`src/rtl/customs_clearance_fsm.sv`:
```
// Customs clearance sequencer: docs check, inspection with bounded retries,
// transit-preparation delay, then release hold until downstream acknowledges.
module customs_clearance_fsm #(
    parameter int TIMEOUT_CYCLES = 16,
    parameter int MAX_RETRIES    = 2,
    parameter int TRANSIT_DELAY  = 4
) (
    input  logic       i_clk,
    input  logic       i_rst,
    input  logic       i_shipment_arrive,
    input  logic       i_docs_valid,
    input  logic       i_docs_ok,
    input  logic       i_inspect_done,
    input  logic       i_inspect_pass,
    input  logic       i_release_ack,
    output logic       o_customs_cleared,
    output logic       o_transit_ready,
    output logic       o_rejected,
    output logic       o_busy,
    output logic [1:0] o_retry_count
);

    // state     | meaning
    // IDLE      | waiting for a shipment
    // DOCS      | awaiting documentation result
    // INSPECT   | awaiting inspection result, retries allowed
    // CLEARED   | release held until transit delay and downstream ack
    // REJECT    | one-cycle reject pulse
    localparam logic [2:0] S_IDLE    = 3'd0;
    localparam logic [2:0] S_DOCS    = 3'd1;
    localparam logic [2:0] S_INSPECT = 3'd2;
    localparam logic [2:0] S_CLEARED = 3'd3;
    localparam logic [2:0] S_REJECT  = 3'd4;

    logic [2:0] r_state;
    logic [2:0] w_state_nxt;
    logic [7:0] r_timer;
    logic [1:0] r_retry_count;
    logic       w_retry;
    logic       w_clr_retry;
    logic       w_timer_clr;
    logic       w_timeout;
    logic       w_transit_ready;

    assign w_timeout       = (r_timer == 8'(TIMEOUT_CYCLES - 1));
    assign w_transit_ready = (r_state == S_CLEARED) && (r_timer >= 8'(TRANSIT_DELAY));

    always_comb begin
        w_state_nxt = r_state;
        w_retry     = 1'b0;
        w_clr_retry = 1'b0;
        case (r_state)
            S_IDLE: begin
                if (i_shipment_arrive) begin
                    w_state_nxt = S_DOCS;
                    w_clr_retry = 1'b1;
                end
            end
            S_DOCS: begin
                // A result on the final timeout cycle wins over the timeout.
                if (i_docs_valid) begin
                    w_state_nxt = i_docs_ok ? S_INSPECT : S_REJECT;
                end else if (w_timeout) begin
                    w_state_nxt = S_REJECT;
                end
            end
            S_INSPECT: begin
                if (i_inspect_done) begin
                    if (i_inspect_pass) begin
                        w_state_nxt = S_CLEARED;
                    end else if (r_retry_count < 2'(MAX_RETRIES)) begin
                        w_retry = 1'b1;
                    end else begin
                        w_state_nxt = S_REJECT;
                    end
                end else if (w_timeout) begin
                    w_state_nxt = S_REJECT;
                end
            end
            S_CLEARED: begin
                if (i_release_ack && w_transit_ready) begin
                    w_state_nxt = S_IDLE;
                end
            end
            S_REJECT: w_state_nxt = S_IDLE;
            default:  w_state_nxt = S_IDLE;
        endcase
    end

    assign w_timer_clr = (w_state_nxt != r_state) || w_retry;

    always_ff @(posedge i_clk or posedge i_rst) begin
        if (i_rst) begin
            r_state       <= S_IDLE;
            r_timer       <= 8'd0;
            r_retry_count <= 2'd0;
        end else begin
            r_state <= w_state_nxt;
            if (w_timer_clr) begin
                r_timer <= 8'd0;
            end else if (r_timer != 8'hFF) begin
                r_timer <= r_timer + 8'd1;
            end
            if (w_clr_retry) begin
                r_retry_count <= 2'd0;
            end else if (w_retry) begin
                r_retry_count <= r_retry_count + 2'd1;
            end
        end
    end

    assign o_customs_cleared = (r_state == S_CLEARED);
    assign o_transit_ready   = w_transit_ready;
    assign o_rejected        = (r_state == S_REJECT);
    assign o_busy            = (r_state != S_IDLE);
    assign o_retry_count     = r_retry_count;

endmodule
```
`config.mk`:
```
export PLATFORM = sky130hd
export DESIGN_NAME = customs_clearance_fsm
export DESIGN_NICKNAME = d
export VERILOG_FILES = /design/src/rtl/customs_clearance_fsm.sv
export SDC_FILE = /design/constraint.sdc
export NUM_CORES = 1
export LEC_CHECK = 0
export ABC_AREA = 1
export CAP_MARGIN = 20
export CORE_UTILIZATION = 48
export DETAILED_ROUTE_END_ITERATION = 16
export PLACE_DENSITY = 0.84
export SLEW_MARGIN = 0
export SYNTH_ARGS = -nofsm -noshare
export SYNTH_HDL_FRONTEND = slang
export SYNTH_SLANG_ARGS = --single-unit
```
`constraint.sdc`:
```
create_clock -name i_clk -period 2.4 [get_ports i_clk]
set_input_delay 0.72 -clock i_clk [delete_from_list [all_inputs] [get_ports i_clk]]
set_output_delay 0.72 -clock i_clk [all_outputs]
set_load 0.01 [all_outputs]
```
==> impl_metrics.json <==
{
  "die_h_um": 44.0,
  "final_cell_area_um2": 1040,
  "period_share": 0.966,
  "cap_viol_max_count": 0,
  "worstSetupStartpointType": "flip-flop",
  "ys_seq_elements": 13,
  "firstDrtPassIters": 10,
  "max-slew-margin-rel": 0.679,
  "root_buffer": "clkbuf_4",
  "timing.fmax_ghz": 0.431,
  "num_antenna_cells": 0,
  "synth_fp_nets": 128,
  "power.density_nw_per_um2": 822,
  "syn_inst": 118,
  "grt_max_degree": 14,
  "cts_buffer_depth": 2,
  "critical_path_class": "flip-flop to output pin",
  "fp.dieW_um": 44.0,
  "hold_path_class": "flip-flop to flip-flop",
  "mostFrequentLayoutCell": "nand2_1",
  "wl_per_cell_um": 11.1,
  "antenna_found_initial": 0,
  "violations": "DRC",
  "status": "finished, violations left",
  "tns_ps": 0,
  "syn_to_final_growth_pct": 23.4,
  "cts_max_level": 1,
  "detailed_place_hpwl_mm": 1.27,
  "dieArea_um2": 1930,
  "use_met3": 0.0375,
  "dr_total_vias": 789,
  "gr-usage-met1": 0.263,
  "cts_hold_buf": 0,
  "vdd_drop_max_uv": 547,
  "drt_wl_total_mm": 1.69,
  "yosys-top-cells-area": "dfrtp_1, nand2_1, nor2_1",
  "grt_use_met2": 0.334,
  "drc": 1,
  "io_pins": 14,
  "initial_core_util": 0.537,
  "final_cell_mix": "nand2_1, inv_1, nor2_1",
  "grt_pass1_vias": 730,
  "drt-initial-drc-count": 18,
  "busiest_layer": "met2",
  "yosysTopAreaCellShare": 0.385,
  "nets": 147,
  "crit_path_end_kind": "output pin",
  "cts_made_buffers": 3,
  "tritoncts": "yes",
  "insertion_delay_ps": 270,
  "post_dp_cell_area_um2": 996,
  "worst_ep_required_time_ps": 1680,
  "hold_violations": 0,
  "core_um2": 1580,
  "num_rows": 14,
  "tightest_slew_ps": 480,
  "postSynthAreaPerCell_um2": 7.17,
  "ys_seq_area_frac": 0.385,
  "min_period_ps": 2320,
  "cp.arrival_ps": 1600,
  "ys_warn_count": 0,
  "io_buffers": 13,
  "cts.sinks": 13,
  "r2r_slack_ps": 790,
  "maxSlewViolCount": 0,
  "setup_violations": 0,
  "synth.distinct_cells": 19,
  "drive_gt1_frac": 0.169,
  "whs_ps": 549,
  "leakagePower_nw": 0.512,
  "antenna_left": 0,
  "grt_overflow": 0,
  "clk_pin_slew_ps": 80,
  "yosys.area.top_type": "dfrtp_1",
  "viasPerCell": 5.19,
  "grt_pass1_wl_mm": 2.88,
  "grt_usage": 0.202,
  "place.gp.congestion": 0.801,
  "synth_area_um2": 846,
  "cp_max_fo": 4,
  "fin_worst_skew_ps": 4.96
}
-- power by group --
| group | total, W | leakage, nW | switching [W] | internal (W) |
|---|---|---|---|---|
| clock network | 0.000134 | 0.0150 | 0.0000696 | 0.0000642 |
| logic | 0.000394 | 0.323 | 0.000229 | 0.000165 |
| registers | 0.000331 | 0.174 | 0.0000593 | 0.000271 |
-- routing by layer --
metal	vias up	wire length [um]
met5	-	0
met3	2	77
met2	20	807
li1	408	-
met4	0	17
met1	359	782
-- area by class of cell --
type	count	area [um^2]
Fill cell	137	533
Multi-Input combinational cell	84	452
Inverter	21	81.3
Tap cell	16	20.0
Clock buffer	4	26.3
Sequential cell	13	327
Timing Repair Buffer	14	138
-- cell families (layout without fill, tap and decap cells) --
logic type / Yosys count / in the layout / share of synthesized area
simple gates: 72 / 72 / 0.426
buf+inv: 21 / 39 / 0.0932
flops: 13 / 13 / 0.385
compound gates: 9 / 9 / 0.0562
fa+ha+maj: 2 / 2 / 0.0296
xor+xnor: 1 / 1 / 0.0104
-- worst max-delay path, cell delays in order (launching register included) --
cell,delay (ps)
dfrtp_1,460
nor3_4,230
nand2_1,70
inv_1,40
clkdlybuf4s50_1,520
-- flip-flops by register name, indices dropped and copies added, names as in the netlist --
| register | flops |
|---|---|
| r_timer | 8 |
| r_state | 3 |
| o_retry_count | 2 |
-- cell usage after synthesis --
master / n
a21boi_1: 1
dfrtp_1: 13
ha_1: 2
inv_1: 17
inv_2: 4
nand2_1: 24
nand2_2: 3
nand3_1: 11
nand3_2: 2
nand4_1: 4
nor2_1: 18
nor2_2: 2
nor2_4: 1
nor3_1: 3
nor3_4: 2
o21ai_0: 7
o21ai_1: 1
or2_2: 2
xor2_1: 1
-- through the flow --
step / setup WS [ps] / util / power (W) / instances
5_1_grt: -0.166 / 0.662 / 0.000934 / 152
6_report: 81.7 / 0.662 / 0.000858 / 152
3_3_place_gp: 330 / 0.632 / 0.000709 / 147
3_5_place_dp: 302 / 0.632 / 0.000724 / 147
4_1_cts: 38.1 / 0.648 / 0.000857 / 151
2_1_floorplan: 801 / - / 0.000593 / 118
-- what timing repair did --
item                       4_1_cts  5_1_grt
resized for setup                0        5
setup endpoints to repair        0        1
setup buffers                    0        1
-- worst paths after layout --
path / from / end / cells after the start
worst min-delay path: o_retry_count[0] / o_retry_count[0] / 2
min in group asynchronous: i_rst / r_timer[1] / 2
worst min register to register: o_retry_count[0] / o_retry_count[0] / 2
max in group asynchronous: i_rst / r_state[1] / 2
worst max-delay path: r_state[2] / o_transit_ready / 4
worst max register to register: r_timer[5] / r_timer[1] / 9
Power figures use the tool's default switching activity.
